`src/rtl/cr_kme_tx_pkg.sv`:
```
// Shared types and default sizes for the KME transmit-side FIFO feeder.
package cr_kme_tx_pkg;

    localparam int DATA_W_DEF = 71;
    localparam int CNT_W_DEF  = 16;

    // Occupancy of the 2-entry skid buffer.
    typedef enum logic [1:0] {
        TX_EMPTY = 2'd0,
        TX_ONE   = 2'd1,
        TX_TWO   = 2'd2
    } tx_state_t;

endpackage

```
`src/rtl/cr_kme_skid2.sv`:
```
// Two-entry skid buffer. The head entry is presented downstream; the tail
// catches the one extra entry that can arrive while the head is blocked,
// which lets the upstream ready be a register rather than a combinational
// function of the downstream stall.
module cr_kme_skid2
    import cr_kme_tx_pkg::*;
#(
    parameter int DATA_W = DATA_W_DEF
)
(
    input  logic              clk,
    input  logic              rst,
    input  logic [DATA_W-1:0] i_data,
    input  logic              i_acc,
    input  logic              i_launch,
    output logic [DATA_W-1:0] o_head,
    output logic              o_has_data,
    output logic              o_ready,
    output tx_state_t         o_state
);

    tx_state_t         r_state;
    tx_state_t         w_state_nxt;
    logic [DATA_W-1:0] r_head;
    logic [DATA_W-1:0] r_tail;
    logic [DATA_W-1:0] w_head_nxt;
    logic [DATA_W-1:0] w_tail_nxt;
    logic              r_ready;

    // State, storage and registered ready; ready looks one cycle ahead so it
    // is low exactly when the buffer will be full.
    always_ff @(posedge clk) begin
        if (rst) begin
            r_state <= TX_EMPTY;
            r_head  <= '0;
            r_tail  <= '0;
            r_ready <= 1'b1;
        end else begin
            r_state <= w_state_nxt;
            r_head  <= w_head_nxt;
            r_tail  <= w_tail_nxt;
            r_ready <= (w_state_nxt != TX_TWO);
        end
    end

    // Next-state and storage steering; a launch always retires the head.
    always_comb begin
        w_state_nxt = r_state;
        w_head_nxt  = r_head;
        w_tail_nxt  = r_tail;
        case (r_state)
            TX_EMPTY: begin
                if (i_acc) begin
                    w_state_nxt = TX_ONE;
                    w_head_nxt  = i_data;
                end
            end
            TX_ONE: begin
                if (i_acc && i_launch) begin
                    w_head_nxt = i_data;
                end else if (i_acc) begin
                    w_state_nxt = TX_TWO;
                    w_tail_nxt  = i_data;
                end else if (i_launch) begin
                    w_state_nxt = TX_EMPTY;
                end
            end
            TX_TWO: begin
                if (i_launch) begin
                    w_state_nxt = TX_ONE;
                    w_head_nxt  = r_tail;
                end
            end
            default: begin
                w_state_nxt = TX_EMPTY;
            end
        endcase
    end

    assign o_head     = r_head;
    assign o_has_data = (r_state != TX_EMPTY);
    assign o_ready    = r_ready;
    assign o_state    = r_state;

endmodule

```
`src/rtl/cr_kme_fifo_tx.sv`:
```
// Transmit-side feeder for the KME stall-protocol FIFO: buffers upstream
// entries, writes them to the FIFO only when it has room and no hold is
// applied, and counts cycles lost to downstream stall.
//
// Handshakes: upstream transfers an entry on any cycle where src_valid and
// src_ready are both high at the clock edge; src_ready is registered and the
// source must hold src_data/src_valid stable while src_ready is low.
// Downstream, fifo_in_valid is a write strobe that is only raised while
// fifo_in_stall is low, so the FIFO can never be overrun.
module cr_kme_fifo_tx
    import cr_kme_tx_pkg::*;
#(
    parameter int DATA_W = DATA_W_DEF,
    parameter int CNT_W  = CNT_W_DEF
)
(
    input  logic              clk,
    input  logic              rst,
    input  logic [DATA_W-1:0] src_data,
    input  logic              src_valid,
    output logic              src_ready,
    input  logic              tx_hold,
    output logic [DATA_W-1:0] fifo_in,
    output logic              fifo_in_valid,
    input  logic              fifo_in_stall,
    input  logic              stall_cnt_clr,
    output logic [CNT_W-1:0]  stall_cycles,
    output logic              busy,
    output logic [1:0]        dbg_state
);

    localparam logic [CNT_W-1:0] CNT_MAX = {CNT_W{1'b1}};

    logic             w_acc;
    logic             w_launch;
    logic             w_has_data;
    logic             w_ready;
    tx_state_t        w_state;
    logic [CNT_W-1:0] r_stall_cycles;

    assign w_acc    = src_valid & w_ready;
    assign w_launch = w_has_data & ~fifo_in_stall & ~tx_hold;

    cr_kme_skid2 #(
        .DATA_W (DATA_W)
    ) u_skid (
        .clk        (clk),
        .rst        (rst),
        .i_data     (src_data),
        .i_acc      (w_acc),
        .i_launch   (w_launch),
        .o_head     (fifo_in),
        .o_has_data (w_has_data),
        .o_ready    (w_ready),
        .o_state    (w_state)
    );

    // Saturating count of cycles where data was ready but the FIFO was full;
    // cycles under tx_hold are not the FIFO's fault and are not counted.
    always_ff @(posedge clk) begin
        if (rst || stall_cnt_clr) begin
            r_stall_cycles <= '0;
        end else if (w_has_data && fifo_in_stall && !tx_hold &&
                     (r_stall_cycles != CNT_MAX)) begin
            r_stall_cycles <= r_stall_cycles + 1'b1;
        end
    end

    assign src_ready     = w_ready;
    assign fifo_in_valid = w_launch;
    assign stall_cycles  = r_stall_cycles;
    assign busy          = w_has_data;
    assign dbg_state     = w_state;

endmodule

```
`config.mk`:
```
export PLATFORM = sky130hd
export DESIGN_NAME = cr_kme_fifo_tx
export DESIGN_NICKNAME = d
export VERILOG_FILES = /design/src/rtl/cr_kme_tx_pkg.sv /design/src/rtl/cr_kme_skid2.sv /design/src/rtl/cr_kme_fifo_tx.sv
export SDC_FILE = /design/constraint.sdc
export NUM_CORES = 1
export LEC_CHECK = 0
export CAP_MARGIN = 0
export CORE_MARGIN = 3
export CORE_UTILIZATION = 50
export DETAILED_ROUTE_END_ITERATION = 8
export MAX_ROUTING_LAYER = met4
export PLACE_DENSITY_LB_ADDON = 0.3
export SYNTH_ARGS = -nofsm -noshare
export SYNTH_HDL_FRONTEND = slang
export SYNTH_SLANG_ARGS = --single-unit
```
`constraint.sdc`:
```
create_clock -name clk -period 2.17 [get_ports clk]
set_clock_uncertainty 0.15 [all_clocks]
set_input_delay 0.651 -clock clk [delete_from_list [all_inputs] [get_ports clk]]
set_output_delay 0.651 -clock clk [all_outputs]
set_load 0.01 [all_outputs]
```
==> results.json, run 1 <==
{
  "status": "finished, final reports clean",
  "die-height_um": 124.0,
  "dpl.hpwl_mm": 12.10,
  "final.period_utilization_pct": 98.63,
  "h-tree-depth": 4,
  "async_flop_share_pct": 0,
  "grt_overflow": 0,
  "worstSetupPathType": "reg2out",
  "synth_top_family_by_area": "compound AO/OA/AOI/OAI gates",
  "clkTransAtPathRegs_ns": 0.06,
  "cts_tree": "done",
  "ys.flop_type": "dfxtp_1",
  "grt_start_max_net_pins": 80,
  "worstMarginPinSlew_ns": 0.4386,
  "slowest_delay_ns": 0.56,
  "critPathTopFamily": "buffers and inverters",
  "via_count": 6048,
  "synth_compound_area_share_pct": 20.41,
  "hold_violations": 0,
  "rows": 42,
  "synth_cell_type_count": 44,
  "postSynthAreaPerCell_um2": 9.300,
  "synth-adder-area-share_pct": 0.1799,
  "synthCells": 748,
  "synth-seq-area-share_pct": 46.33,
  "core_area_mm2": 0.01340,
  "max-vdd-ir-drop_mv": 0.5278,
  "die-area_mm2": 0.01536,
  "cts_buffers": 17,
  "seq_area_mm2": 0.003234,
  "ant_nets": 0,
  "drc": 0,
  "multi_input_area_mm2": 0.003455,
  "fmax_mhz": 467.2,
  "cts_max_path_buffers": 2,
  "numPlacedInstances": 1067,
  "synth_area_mm2": 0.006957,
  "cts_root_buf": "clkbuf_16",
  "synth-seq-cells": 161,
  "num-fill-cells": 990,
  "synth.area.mux_share_pct": 11.80,
  "critPathCaptureType": "output pin",
  "leakage_nw": 4.117,
  "cts.sinks": 161,
  "antenna_found_initial": 0,
  "synth_edf_count": 0,
  "drv_cap": 0,
  "startpoint_type": "flip-flop",
  "area_growth_pct": 38.40,
  "mostFrequentLayoutCells": "nand2_1 (163), dfxtp_1 (152), clkdlybuf4s50_1 (139), mux2i_1 (82), a21oi_1 (78)",
  "grt_pass1_vias": 6048,
  "clk_latency_ns": 0.42,
  "postCtsSetupRepairBufs": 0,
  "powerDensity_mw_per_mm2": 804.3,
  "num_antenna_cells": 0,
  "path_cells": "clkdlybuf4s50_1",
  "cpMaxStageDelayCell": "clkdlybuf4s50_1",
  "period_minus_slack_ns": 2.140,
  "track_usage_pct": 23.93,
  "initial_core_util_pct": 51.91,
  "vias_per_cell": 5.503,
  "final_cells": 1099,
  "synth_simple_gate_area_share_pct": 16.76,
  "worst_ep_required_time_ns": 1.37,
  "drt-total-wl_mm": 17.77,
  "cp_num_buf_inv": 1,
  "drv_slew": 0,
  "finalSetupViolations": 0,
  "layout-drive-gt1-share_pct": 16.90,
  "fp.dieW_um": 124.0,
  "slew_headroom_pct": 70.76,
  "grt_pass1_wl_mm": 28.58,
  "yosys_warnings": 0,
  "power_mw": 7.744,
  "initialDrtViolationCount": 447,
  "synthesis.nets": 826,
  "drtPass1Iterations": 4,
  "min_path_type": "reg2reg",
  "port_buffers": 168,
  "avgRoutedWirePerCell_um": 16.17,
  "synth_xor_area_share_pct": 0,
  "layout_commonest_cell": "nand2_1",
  "place_congestion": 0.8556,
  "worst_ep_arrival_time_ns": 1.34,
  "critPathMaxFanout": 2,
  "final_nets": 988,
  "rsz0062_at_grt": "no",
  "io_pins": 169
}
## flip-flops by register name, indices dropped and copies added, names as in the netlist
signal,flops
u_skid.o_state,2
u_skid.r_tail,71
u_skid.o_ready,1
stall_cycles,16
u_skid.o_head,71
## logic make-up after synthesis
| family | after synthesis |
|---|---|
| flip-flops | 161 |
| multiplexers | 82 |
| adder cells (fa/ha/maj) | 1 |
| AND/OR/NAND/NOR | 275 |
| buffers and inverters | 62 |
| AO/OA/AOI/OAI | 167 |
## where the power goes
group	switching (mW)	leakage, nW	internal, mW
sequential	0.117	1.32	3.16
combinational	0.708	2.51	0.745
clock	1.20	0.288	1.81
## cells in the mapped netlist, types with 4 or more instances
| library cell | n | area, um2 |
|---|---|---|
| nand2_1 | 164 | 615.6 |
| dfxtp_1 | 161 | 3223 |
| mux2i_1 | 82 | 820.8 |
| a21oi_1 | 78 | 390.4 |
| nor2_1 | 74 | 277.8 |
| a211oi_2 | 70 | 875.8 |
| clkbuf_1 | 36 | 135.1 |
| buf_2 | 11 | 55.05 |
| buf_6 | 8 | 90.09 |
| or3_1 | 8 | 50.05 |
| a211oi_1 | 5 | 37.54 |
| nand3_1 | 4 | 20.02 |
| o41ai_1 | 4 | 35.03 |
| or4_1 | 4 | 30.03 |
## worst paths after layout
kind / from / end / slack (ns) / cells past startpoint
min: u_skid.r_tail[39] / u_skid.r_tail[39] / 0.30 / 2
min reg2reg: u_skid.r_tail[39] / u_skid.r_tail[39] / 0.30 / 2
max: u_skid.o_head[66] / fifo_in[66] / 0.03 / 1
max reg2reg: stall_cycles[0] / stall_cycles[11] / 0.35 / 4
## layer usage
| metal | vias to the layer above | GRT usage, % | share of wire, % |
|---|---|---|---|
| met5 | - | - | 0 |
| met4 | 0 | 9.993 | 2.3 |
| met3 | 32 | 5.813 | 6.2 |
| met2 | 181 | 40.52 | 51 |
| met1 | 2904 | 27.12 | 41 |
| li1 | 2931 | - | - |
## final cells by class
type | count | area share [%]
Inverter | 3 | 0.1170
Clock buffer | 19 | 4.496
Tap cell | 176 | 2.287
Timing Repair Buffer | 202 | 21.96
Clock inverter | 13 | 1.663
Sequential cell | 161 | 33.59
Multi-Input combinational cell | 525 | 35.88
## timing repair
| action | 4_1_cts | 5_1_grt |
|---|---|---|
| pin swaps | 2 | 0 |
| gates resized for setup | 28 | 14 |
| setup endpoints to repair | 22 | 14 |
| hold buffers | 0 | 0 |
| gates cloned | 0 | 0 |
## stage by stage
stage / utilization (%) / hold slack (ns) / setup TNS (ns) / setup WS, ns / cell area [um2]
after floorplan: - / 0.2857 / 0 / 0.2193 / 6957
after global placement: 67.16 / 0.2907 / -43.07 / -0.5119 / 9000
after detailed placement: 67.16 / 0.2960 / -46.47 / -0.5233 / 9000
after CTS: 71.59 / 0.3042 / 0 / 0.001912 / 9593
after global routing: 71.85 / 0.3257 / 0 / 0.0005302 / 9628
final: 71.85 / 0.3026 / 0 / 0.02963 / 9628
## tightest hold or removal path: cells and delay by family (launching register included)
| kind | cells | cell delay [ns] |
|---|---|---|
| flops | 1 | 0.31 |
| compound gates | 1 | 0.05 |
| simple gates | 1 | 0.05 |
Power figures use the tool's default switching activity.
==> run 2, diff against run 1 <==
--- a/config.mk
+++ b/config.mk
@@ -9,7 +9,6 @@
 export CORE_MARGIN = 3
 export CORE_UTILIZATION = 50
 export DETAILED_ROUTE_END_ITERATION = 8
-export MAX_ROUTING_LAYER = met4
 export PLACE_DENSITY_LB_ADDON = 0.3
 export SYNTH_ARGS = -nofsm -noshare
 export SYNTH_HDL_FRONTEND = slang
==> run 2 against run 1 <==
Compared with the run above: power barely moved; global-route usage shrank 0.68 points; sequential power is essentially flat; register-to-register slack hardly changed; core utilization is essentially flat; maximum frequency down 0.14%; count of clock-buffer cells in the layout is the same; first-iteration DRC count rose by 3.6%; routed wire length fell by 0.33%; sequential share of layout area barely moved; die area unchanged.
==> results.json, run 2 (synthesis gave the netlist of run 1 again) <==
{
  "status": "finished, final reports clean",
  "avgRoutedWirePerCell_um": 16.12,
  "worstMarginPinSlew_ns": 0.4343,
  "initialDrtViolationCount": 463,
  "io_pins": 169,
  "clkPwrFrac_pct": 38.9,
  "die-height_um": 124.0,
  "fp.dieW_um": 124.0,
  "cts.sinks": 161,
  "pwr-share-seq_pct": 42.4,
  "p_sw_mw": 2.016,
  "vias_per_cell": 5.514,
  "critPathTopFamily": "buffers and inverters",
  "cp_num_buf_inv": 1,
  "track_usage_pct": 23.25,
  "max-vdd-ir-drop_mv": 0.5295,
  "tns_ns": 0,
  "numPlacedInstances": 1067,
  "slowest_delay_ns": 0.56,
  "finalSetupViolations": 0,
  "initial_core_util_pct": 51.91,
  "antenna_found_initial": 0,
  "num_antenna_cells": 0,
  "grt_pass1_vias": 6044,
  "rows": 42,
  "drv_cap": 0,
  "drt-total-wl_mm": 17.71,
  "final.period_utilization_pct": 98.77,
  "drv_slew": 0,
  "die-area_mm2": 0.01536,
  "cts_root_buf": "clkbuf_16",
  "postCtsSetupRepairBufs": 0,
  "leakage_nw": 4.132,
  "h-tree-depth": 4,
  "drc": 0,
  "port_buffers": 168,
  "cts_buffers": 17,
  "fmax_mhz": 466.6,
  "internal-power_mw": 5.723,
  "layout-drive-gt1-share_pct": 16.90,
  "worst_ep_required_time_ns": 1.37,
  "netSwitchingFraction_pct": 26.05,
  "slew_headroom_pct": 71.05,
  "via_count": 6060,
  "cts_max_path_buffers": 2,
  "critPathMaxFanout": 2,
  "clkTransAtPathRegs_ns": 0.06,
  "worstSetupPathType": "reg2out",
  "drtPass1Iterations": 5,
  "grt_start_max_net_pins": 80,
  "place_area_mm2": 0.009000,
  "power_mw": 7.739,
  "worst_ep_arrival_time_ns": 1.34,
  "cpMaxStageDelayCell": "clkdlybuf4s50_1",
  "place_congestion": 0.8425,
  "postCtsHoldBufs": 0,
  "dpl.hpwl_mm": 12.10,
  "powerDensity_mw_per_mm2": 803.5,
  "holdWs_ns": 0.3026,
  "p_comb_share_pct": 18.7,
  "startpoint_type": "flip-flop",
  "final_cells": 1099,
  "min_path_type": "reg2reg",
  "final_nets": 988,
  "cts_tree": "done",
  "layout_commonest_cell": "nand2_1",
  "dpl_worst_slack_ns": -0.5233,
  "fin_area_mm2": 0.009630,
  "rsz0062_at_grt": "no",
  "area_growth_pct": 38.44,
  "utilization_pct": 71.87,
  "grt_pass1_wl_mm": 28.57,
  "setup_ws_ns": 0.02662,
  "clk_latency_ns": 0.42,
  "critPathCaptureType": "output pin",
  "period_minus_slack_ns": 2.143,
  "mostFrequentLayoutCells": "nand2_1 (163), dfxtp_1 (152), clkdlybuf4s50_1 (138), mux2i_1 (82), a21oi_1 (78)",
  "hold_violations": 0,
  "core_area_mm2": 0.01340,
  "ant_nets": 0,
  "path_cells": "clkdlybuf4s50_1",
  "grt_overflow": 0
}
-- run 2: cell count changes in the layout (fill, tap and decap cells not counted), sizes merged --
cell and delta:
clkdlybuf4s50 -1, dlymetal6s2s +1
-- run 2: power by group through the flow --
stage	sequential [mW]	combinational (mW)	clock [mW]
floorplan	3.40	0.699	0
global placement	3.33	1.42	0
detailed placement	3.34	1.47	0
CTS	3.28	1.47	3.06
global route	3.30	1.57	3.19
finish	3.28	1.45	3.01
-- run 2: path summary, 6_finish.rpt --
check / startpoint / endpoint / slack, ns / cells past startpoint
worst max-delay path: u_skid.o_head[66] / fifo_in[66] / 0.03 / 1
worst min-delay path: u_skid.r_tail[39] / u_skid.r_tail[39] / 0.30 / 2
worst max register to register: stall_cycles[0] / stall_cycles[11] / 0.36 / 4
worst min register to register: u_skid.r_tail[39] / u_skid.r_tail[39] / 0.30 / 2
-- run 2: area by class of cell --
type	count	area, um2
Clock inverter	13	160.2
Timing Repair Buffer	202	2117
Inverter	3	11.26
Multi-Input combinational cell	525	3455
Tap cell	176	220.2
Fill cell	989	3770
Sequential cell	161	3234
Clock buffer	19	432.9
-- run 2: routing by layer --
| metal | vias up | GRT usage [%] | wire (um) |
|---|---|---|---|
| li1 | 2935 | - | - |
| met5 | - | 0 | 0 |
| met3 | 37 | 6.494 | 1132 |
| met2 | 183 | 40.55 | 9078 |
| met1 | 2905 | 26.78 | 7065 |
| met4 | 0 | 9.582 | 435 |
-- run 2: repair_timing --
item,4_1_cts,5_1_grt
resized for setup,28,15
setup endpoints to repair,22,15
endpoints found under the hold margin,0,0
pin swaps,2,0
